--- config.mk ---
export PLATFORM = sky130hd
export DESIGN_NAME = dict_wr_sched
export DESIGN_NICKNAME = d
export VERILOG_FILES = /design/src/rtl/dict_wr_sched.sv
export SDC_FILE = /design/constraint.sdc
export NUM_CORES = 1
export LEC_CHECK = 0
export CAP_MARGIN = 20
export CELL_PAD_IN_SITES_DETAIL_PLACEMENT = 0
export CELL_PAD_IN_SITES_GLOBAL_PLACEMENT = 2
export CORE_MARGIN = 1
export CORE_UTILIZATION = 29
export DETAILED_ROUTE_END_ITERATION = 16
export PLACE_DENSITY_LB_ADDON = 0.1
export RECOVER_POWER = 50
export SLEW_MARGIN = 20
export SYNTH_ARGS = -nofsm -noshare
export SYNTH_HDL_FRONTEND = slang
export SYNTH_SLANG_ARGS = --single-unit
export TNS_END_PERCENT = 30
--- constraint.sdc ---
create_clock -name i_clk -period 2.8 [get_ports i_clk]
set_input_delay 0.84 -clock i_clk [delete_from_list [all_inputs] [get_ports i_clk]]
set_output_delay 0.84 -clock i_clk [all_outputs]
set_load 0.005 [all_outputs]
--- src/rtl/dict_wr_sched.sv ---
// Dictionary write scheduler: pairs miss words from a two-lane stream into row writes.
// Optional HOLD timeout (single-word write of a lone word) enabled by DICT_WR_SCHED_TIMEOUT_EN.
module dict_wr_sched #(
  parameter int unsigned DATA_WIDTH = 32,
  parameter int unsigned SIZE       = 8,
  parameter int unsigned TIMEOUT    = 4
) (
  input  logic                      i_clk,
  input  logic                      i_reset,
  input  logic                      i_valid,
  input  logic [DATA_WIDTH-1:0]     i_data_a,
  input  logic                      i_ins_a,
  input  logic [DATA_WIDTH-1:0]     i_data_b,
  input  logic                      i_ins_b,
  output logic                      o_ready,
  input  logic                      i_dict_hold,
  input  logic                      i_flush,
  output logic                      o_flush_done,
  output logic                      o_wr,
  output logic                      o_wr2,
  output logic [DATA_WIDTH-1:0]     o_w_data,
  output logic [DATA_WIDTH-1:0]     o_w_data2,
  output logic [$clog2(SIZE):0]     o_fill,
  output logic                      o_dict_full
);

  localparam int unsigned FILL_W  = $clog2(SIZE) + 1;
  localparam int unsigned TIMER_W = 8;

  // Elaboration-time parameter range checks
  if (TIMEOUT < 1 || TIMEOUT > 255) begin : g_bad_timeout
    $error("dict_wr_sched: TIMEOUT must be in 1..255");
  end
  if (SIZE < 2 || (SIZE & (SIZE - 1)) != 0) begin : g_bad_size
    $error("dict_wr_sched: SIZE must be a power of two >= 2");
  end

  typedef enum logic [1:0] {
    ST_IDLE  = 2'd0,
    ST_HOLD  = 2'd1,
    ST_FLUSH = 2'd2
  } state_t;

  state_t                  state_q, state_d;
  logic [DATA_WIDTH-1:0]   h_q, h_d;
  logic [DATA_WIDTH-1:0]   w_data_d, w_data2_d;
  logic                    wr_d, wr2_d, flush_done_d, dict_full_d;
  logic [FILL_W-1:0]       fill_d;
  logic                    accept;
  logic [1:0]              n_cand;
  logic [DATA_WIDTH-1:0]   cand0;
`ifdef DICT_WR_SCHED_TIMEOUT_EN
  logic [TIMER_W-1:0]      timer_q, timer_d;
`endif

  assign o_ready = ~i_reset & ~i_dict_hold & ~i_flush & (state_q != ST_FLUSH);
  assign accept  = i_valid & o_ready;
  assign n_cand  = 2'(i_ins_a) + 2'(i_ins_b);
  // Oldest candidate of the beat: lane A if it is a miss, otherwise lane B
  assign cand0   = i_ins_a ? i_data_a : i_data_b;

  // Next-state and registered-output decode
  always_comb begin
    state_d      = state_q;
    h_d          = h_q;
    wr_d         = 1'b0;
    wr2_d        = 1'b0;
    w_data_d     = o_w_data;
    w_data2_d    = o_w_data2;
    flush_done_d = 1'b0;
`ifdef DICT_WR_SCHED_TIMEOUT_EN
    timer_d      = timer_q;
`endif

    if (!i_dict_hold) begin
      case (state_q)
        ST_IDLE: begin
          if (i_flush) begin
            flush_done_d = 1'b1;
          end else if (accept && n_cand == 2'd2) begin
            wr_d      = 1'b1;
            wr2_d     = 1'b1;
            w_data_d  = i_data_a;
            w_data2_d = i_data_b;
          end else if (accept && n_cand == 2'd1) begin
            h_d     = cand0;
            state_d = ST_HOLD;
`ifdef DICT_WR_SCHED_TIMEOUT_EN
            timer_d = '0;
`endif
          end
        end

        ST_HOLD: begin
          if (i_flush) begin
            wr_d     = 1'b1;
            w_data_d = h_q;
            state_d  = ST_FLUSH;
`ifdef DICT_WR_SCHED_TIMEOUT_EN
            timer_d  = '0;
`endif
          end else if (accept && n_cand == 2'd2) begin
            wr_d      = 1'b1;
            wr2_d     = 1'b1;
            w_data_d  = h_q;
            w_data2_d = i_data_a;
            h_d       = i_data_b;
`ifdef DICT_WR_SCHED_TIMEOUT_EN
            timer_d   = '0;
`endif
          end else if (accept && n_cand == 2'd1) begin
            wr_d      = 1'b1;
            wr2_d     = 1'b1;
            w_data_d  = h_q;
            w_data2_d = cand0;
            state_d   = ST_IDLE;
`ifdef DICT_WR_SCHED_TIMEOUT_EN
            timer_d   = '0;
`endif
          end else begin
`ifdef DICT_WR_SCHED_TIMEOUT_EN
            // This idle cycle brings the count up to TIMEOUT: flush H alone
            if (timer_q == TIMER_W'(TIMEOUT - 1)) begin
              wr_d     = 1'b1;
              w_data_d = h_q;
              state_d  = ST_IDLE;
              timer_d  = '0;
            end else begin
              timer_d  = timer_q + TIMER_W'(1);
            end
`endif
          end
        end

        ST_FLUSH: begin
          flush_done_d = 1'b1;
          state_d      = ST_IDLE;
        end

        default: state_d = ST_IDLE;
      endcase
    end

    fill_d      = (wr_d && (o_fill != FILL_W'(SIZE))) ? o_fill + FILL_W'(1) : o_fill;
    dict_full_d = (fill_d == FILL_W'(SIZE));
  end

  // State and output registers
  always_ff @(posedge i_clk) begin
    if (i_reset) begin
      state_q      <= ST_IDLE;
      h_q          <= '0;
      o_wr         <= 1'b0;
      o_wr2        <= 1'b0;
      o_w_data     <= '0;
      o_w_data2    <= '0;
      o_flush_done <= 1'b0;
      o_fill       <= '0;
      o_dict_full  <= 1'b0;
`ifdef DICT_WR_SCHED_TIMEOUT_EN
      timer_q      <= '0;
`endif
    end else begin
      state_q      <= state_d;
      h_q          <= h_d;
      o_wr         <= wr_d;
      o_wr2        <= wr2_d;
      o_w_data     <= w_data_d;
      o_w_data2    <= w_data2_d;
      o_flush_done <= flush_done_d;
      o_fill       <= fill_d;
      o_dict_full  <= dict_full_d;
`ifdef DICT_WR_SCHED_TIMEOUT_EN
      timer_q      <= timer_d;
`endif
    end
  end

endmodule

## Word level (Yosys, flattened, before mapping)

Index checks and enable logic that the tools add are counted.

- Register bits: 106
- Logic and storage cells: 80
- Output and inout bits: 73
- Bits of input ports: 71

- Add/subtract/negate cells: 2
- Multiplexer cells: 35
- Reductions and logical operators: 10
- Equality and inequality tests: 17
- Bitwise gates (word level): 7

Operators with widths:

| cell | count |
|---|---|
| 32-bit two-way mux | 13 |
| 32-bit one-hot mux with 2 select lines | 3 |
| 2-bit inequality test, second input constant | 7 |
| 2-bit two-way mux | 6 |
| 6-bit AND reduction | 2 |
| 3-bit inequality test, second input constant | 3 |
| 1-bit two-way mux | 8 |
| 4-bit inequality test, second input constant | 2 |
| 7-bit AND reduction | 1 |
| 1-bit one-hot mux with 2 select lines | 3 |
| 5-bit AND reduction | 1 |
| 4-bit by 1-bit adder with 4-bit output, second input constant | 1 |
| 1-bit bitwise AND | 4 |
| 2-bit by 1-bit equality test with 1-bit output, second input constant | 2 |
| 2-bit equality test, second input constant | 2 |
| 4-bit equality test, second input constant | 1 |
| 4-bit two-way mux | 1 |
| 2-bit one-hot mux with 2 select lines | 1 |
| 1-bit logical AND | 3 |
| 1-bit NOT | 3 |
| 1-bit by 1-bit adder with 2-bit output | 1 |
| 2-bit zero test | 1 |
| 2-bit nonzero test | 1 |
| 2-bit OR reduction | 1 |

## Logic depth before layout (Yosys ltp)

- Word-level depth: 14
- Depth in mapped cells: 7

## Least setup slack after synthesis

No wires, ideal clock.

- Path type: input to register
- From: input port i_ins_a
- To: register o_fill[1]
- Required time: 2.673 ns
- Cell stages on the path: 6
- Buffers on the path: 0
- Setup time: 0.127 ns
- Arrival: 2.303 ns
- Setup slack: 0.370 ns
- Cell sequence: ha_1 -> nor2_1 -> o311a_1 -> nor3_1 -> mux2_2 -> nor2b_1

- Cells in the longest elaborated chain, start to end: 10
- Elaborated cells on any way between the ends: 14

Ends and longest elaborated chain:

| element | RTL line | source |
|---|---|---|
| from (decl) | 12 | `input logic i_ins_a,` |
| 1-bit by 1-bit adder with 2-bit output * | 58 | `assign n_cand = 2'(i_ins_a) + 2'(i_ins_b);` |
| 2-bit by 1-bit equality test with 1-bit output | 111 | `end else if (accept && n_cand == 2'd1) begin` |
| 1-bit logical AND | 111 |  |
| 1-bit two-way mux | 111 |  |
| 1-bit two-way mux | 102 | `end else if (accept && n_cand == 2'd2) begin` |
| 1-bit two-way mux | 95 | `if (i_flush) begin` |
| 1-bit one-hot mux with 2 select lines * | 76 | `case (state_q)` |
| 1-bit two-way mux * | 75 | `if (!i_dict_hold) begin` |
| 1-bit logical AND * | 144 | `fill_d = (wr_d && (o_fill != FILL_W'(SIZE))) ? o_fill + FILL_W'(1) : o_fill;` |
| 4-bit two-way mux * | 144 |  |
| to (signal assigned) | 171 | `o_fill <= fill_d;` |
| to (decl) | 23 | `output logic [$clog2(SIZE):0] o_fill,` |

Mark *: on every way between the ends. The rest lies on a longest branch, timed or not.
A chain may end at the register's enable or synchronous reset.

## Worst setup path after layout

- From: input port i_flush
- To: output port o_ready

- Cells in the longest elaborated chain, start to end: 3

Ends and longest elaborated chain:

| element | RTL line | source |
|---|---|---|
| from (decl) | 17 | `input logic i_flush,` |
| 1-bit NOT | 56 | `assign o_ready = ~i_reset & ~i_dict_hold & ~i_flush & (state_q != ST_FLUSH);` |
| 1-bit bitwise AND (2 in series) | 56 |  |
| to (decl) | 15 | `output logic o_ready,` |

No other way between the ends.

==> results.md <==
Status:
- The flow ran to the end, and the final reports show no timing, DRC or antenna violations.

Yosys:
- The netlist uses 37 different library cells.
- The synthesized netlist net count is 614.
- The area share of the largest cell type after synthesis is 0.415.
- The cell area after synthesis is 5110 sq um.
- The post-synthesis async set-or-reset flop share is 0.
- After synthesis, the mean cell area works out to 9.47 sq um.
- The count of state elements after synthesis is 106.
- The synthesis warning total is 0.
- The synthesized design contains 0 enable-type register cells.
- The register area share after synthesis is 0.415.
- Among all flip-flop cells after synthesis, the most frequent one is dfxtp_1.
- By area the synthesized netlist is led by dfxtp_1, mux2i_1, a311oi_2.
- Yosys instantiated no cell more often than dfxtp_1.
- The post-synthesis cell type with the largest combined area is dfxtp_1.
- The commonest cells after synthesis are dfxtp_1, nor2_1, mux2i_1.
- The instance count of the mapped netlist is 540.

Min path:
- The startpoint of the tightest hold check path is o_w_data[20].
- The worst hold-check path type is reg -> reg.
- The capture endpoint of the worst hold path is o_w_data[20].
- The number of cells on the worst hold path is 2.

Setup path:
- The delay of the slowest cell on the worst path is 0.44 ns.
- Grouping stages by cell kind, the critical path spends the most delay in buffers and inverters.
- The type of origin of the critical path is a primary input.
- In this run the critical register-to-register path is captured at o_dict_full.
- The kind of end point of the critical path is an output port.
- The worst setup slack for register-to-register paths is 0.94 ns.
- In this run the critical register-to-register path is launched from o_fill[0].
- At the worst endpoint, the arrival time is 1.87 ns.
- Of all nets on the critical path, the largest fanout is 2.
- Walking the worst path, the cells encountered are clkdlybuf4s50_1, a2111oi_2, dlygate4sd2_1.
- The critical path runs through a total of 3 cells.
- The number of cell instances on the worst register-to-register path is 8.
- STA puts the critical path data required time at 1.96 ns.
- The path type of the worst setup path is in -> out.
- The total buffers and inverters traversed by the critical path is 2.
- The critical-path cell with the highest stage delay is clkdlybuf4s50_1.

Timing:
- After layout, the worst setup slack is 0.0902 ns.
- Between clock sinks in the finished design, the worst skew comes to 0.00718 ns.
- The smallest clock period supported by the final layout is computed as 2.71 ns.
- The maximum frequency from static timing analysis is 369 MHz.
- Setup violations remaining at the end of the flow were counted as 0.
- The number of endpoints with negative hold slack in the final report came to 0.
- The number of pins exceeding their max-slew limit in the final report is 0.
- At the pin with the least slew margin, the transition time is 0.987 ns.
- Dividing the final minimum period by the clock period gives 0.968.
- The relative slew slack is 0.342.
- Setup repair after global routing left no endpoint under its margin.
- Summed over all failing endpoints, the final setup total negative slack is 0 ns.

GRT:
- The first global-routing pass estimated 23400 microns of wire.
- The initial antenna violation count is 0.
- The total grt overflow is 0.
- The combined global-route utilization of all metal layers is 0.166.
- Entering global routing, the biggest net connects 68 pins.
- The number of global-route vias before repair is 4207.

Layout:
- The growth of design area from synthesis to finish is 43.6%.
- The layout cell share with drive strength beyond 1 is 0.169.
- The count of nets after finishing is 757.
- 0 antenna diodes ended up in the layout.
- The post-route non-filler standard cell count is 913.
- The finished layout cell area is 7340 sq um.

Floorplan:
- The number of cell rows is 48.
- 144 I/O pins were placed.
- Measured along the y axis, the die boundary spans 135 microns.
- The initial cell density of the core is 0.297.
- The die covers 18200 sq um.
- Measured along the x axis, the die boundary spans 135 microns.
- In this run the standard cell core region covers 17200 sq um.

Clock network:
- The number of hold-repair buffers added at the cts stage is 0.
- The clock reaches the later pin of the worst-skew pair after 0.35 ns.
- The maximum level of the CTS H-tree is 3.
- The number of CTS-inserted buffers is 9.
- The TritonCTS clock tree is done.
- The number of setup buffers added after CTS is 0.
- CTS saw 106 sinks.
- The number of buffers on the longest clock path is 2.
- The CTS clock-pin slew for the worst setup and hold paths is 0.07 ns.
- The tree is rooted in a clkbuf_16.

Place:
- At the placement stage, the worst setup path has a slack of -0.252 ns.
- The placed wire-length estimate after detailed placement is 10100 microns.
- After detailed placement, the design holds a cell count of 897.
- The total cell area at the placement stage is 7060 sq um.
- In this run the tool buffered the top-level ports with 143 buffer cells.
- The placer congestion estimate is 0.731.

Route:
- Dividing the detail-routed via count by the number of cells gives 4.86.
- The routed via count is 4434.
- The routed length on met2 is 6750 microns.
- In this run the remaining antenna-violating nets after routing total 0.
- The wire length on met1 is 7060 microns.
- The detailed-route wire length per cell is 16.0 microns.
- The first detailed-routing pass ran for 6 iterations.
- The amount of wire on met3 after detailed routing is 571 microns.
- The detailed router finished its first iteration with 162 violations.
- The routed design has 14600 microns of wire.
- For this run, design rule violations remaining after detail routing come to 0.
- In this run the top signal layer used is met4.

Job:
- Across the run, the number of max-cap violations was 0.

Pwr:
- The overall power of the completed layout is 3160 uW.
- The static leakage is 0.00306 uW.
- The worst-case IR drop observed on VDD is 0.286 mV.
- Dividing total power by cell area gives a power density of 431 nW/um^2.
[how the worst max path moves through the flow]
| stage | start | endpoint | slack [ns] |
|---|---|---|---|
| after floorplan | i_ins_a | o_fill[1] | 0.37 |
| after global placement | i_flush | o_ready | -0.26 |
| after detailed placement | i_flush | o_ready | -0.25 |
| after CTS | i_flush | o_ready | 0.05 |
| after global routing | i_dict_hold | o_w_data2[21] | 0.03 |
| final | i_flush | o_ready | 0.09 |
[power by group]
part	switching, uW	internal, uW	leakage (uW)
Sequential	11.8	1530	0.000856
Combinational	193	195	0.00208
Clock	605	629	0.000131
Total	811	2350	0.00306
[state kept, by name, indices dropped and copies added (netlist names)]
signal / cells
o_w_data: 32
h_q: 32
o_w_data2: 32
o_wr: 1
o_dict_full: 1
o_fill: 4
o_wr2: 1
state_q: 2
o_flush_done: 1
[worst reg2reg max path, cell delays in order (launching register included)]
cell	delay (ns)
dfxtp_1	0.46
inv_1	0.08
ha_1	0.19
nand2_1	0.14
o21ai_0	0.09
nor3_1	0.15
buf_4	0.15
mux2_2	0.33
nor4_1	0.17
[cells by family after synthesis]
family / count (synthesis) / share of synthesized area
AO/OA/AOI/OAI: 111 / 0.221
XOR/XNOR: 2 / 0.00343
adder cells (fa/ha/maj): 3 / 0.00734
buffers and inverters: 58 / 0.0582
flip-flops: 106 / 0.415
multiplexers: 64 / 0.126
AND/OR/NAND/NOR: 196 / 0.169
[placed cells by master (no fill, tap or decap), types with 2 or more instances in the layout]
cell,n
nor4_1,2
inv_1,5
ha_1,3
o21ai_0,3
clkinvlp_4,3
clkbuf_16,9
mux2i_1,63
clkinv_2,2
xnor2_1,2
a211oi_1,43
clkdlybuf4s50_1,68
buf_4,27
dlygate4sd3_1,72
a211oi_2,20
a31oi_1,2
a311oi_1,6
a311oi_2,28
nor2_1,105
nor3_1,3
nand3_1,33
a21oi_1,5
buf_12,15
nor2b_1,2
nand2_1,41
dfxtp_1,106
nor4_4,2
[per-layer routing]
metal | vias to the layer above | track usage
met5 | - | 0
met4 | 0 | 0.0599
met3 | 10 | 0.0263
met2 | 101 | 0.260
met1 | 2073 | 0.230
li1 | 2250 | -
[per-stage QoR]
stage / utilization / hold slack [ns]
floorplan: - / 0.476
global placement: 0.410 / 0.484
detailed placement: 0.410 / 0.492
CTS: 0.426 / 0.501
global route: 0.426 / 0.518
finish: 0.426 / 0.493
[cell type report]
type                       instances  area, sq um
sequential                       106         2120
clock inverter                     6         41.3
multi-input combinational        376         2720
tap                              225          282
timing repair buffer             185         1920
clock buffer                      10          239
fill                            1692         9890
inverter                           5         18.8
[repair_timing]
action,CTS,global route
setup endpoints to repair,1,1
hold endpoints to repair,0,0
gates resized for setup,2,2
Note: power is estimated with default switching activity, not from simulation.
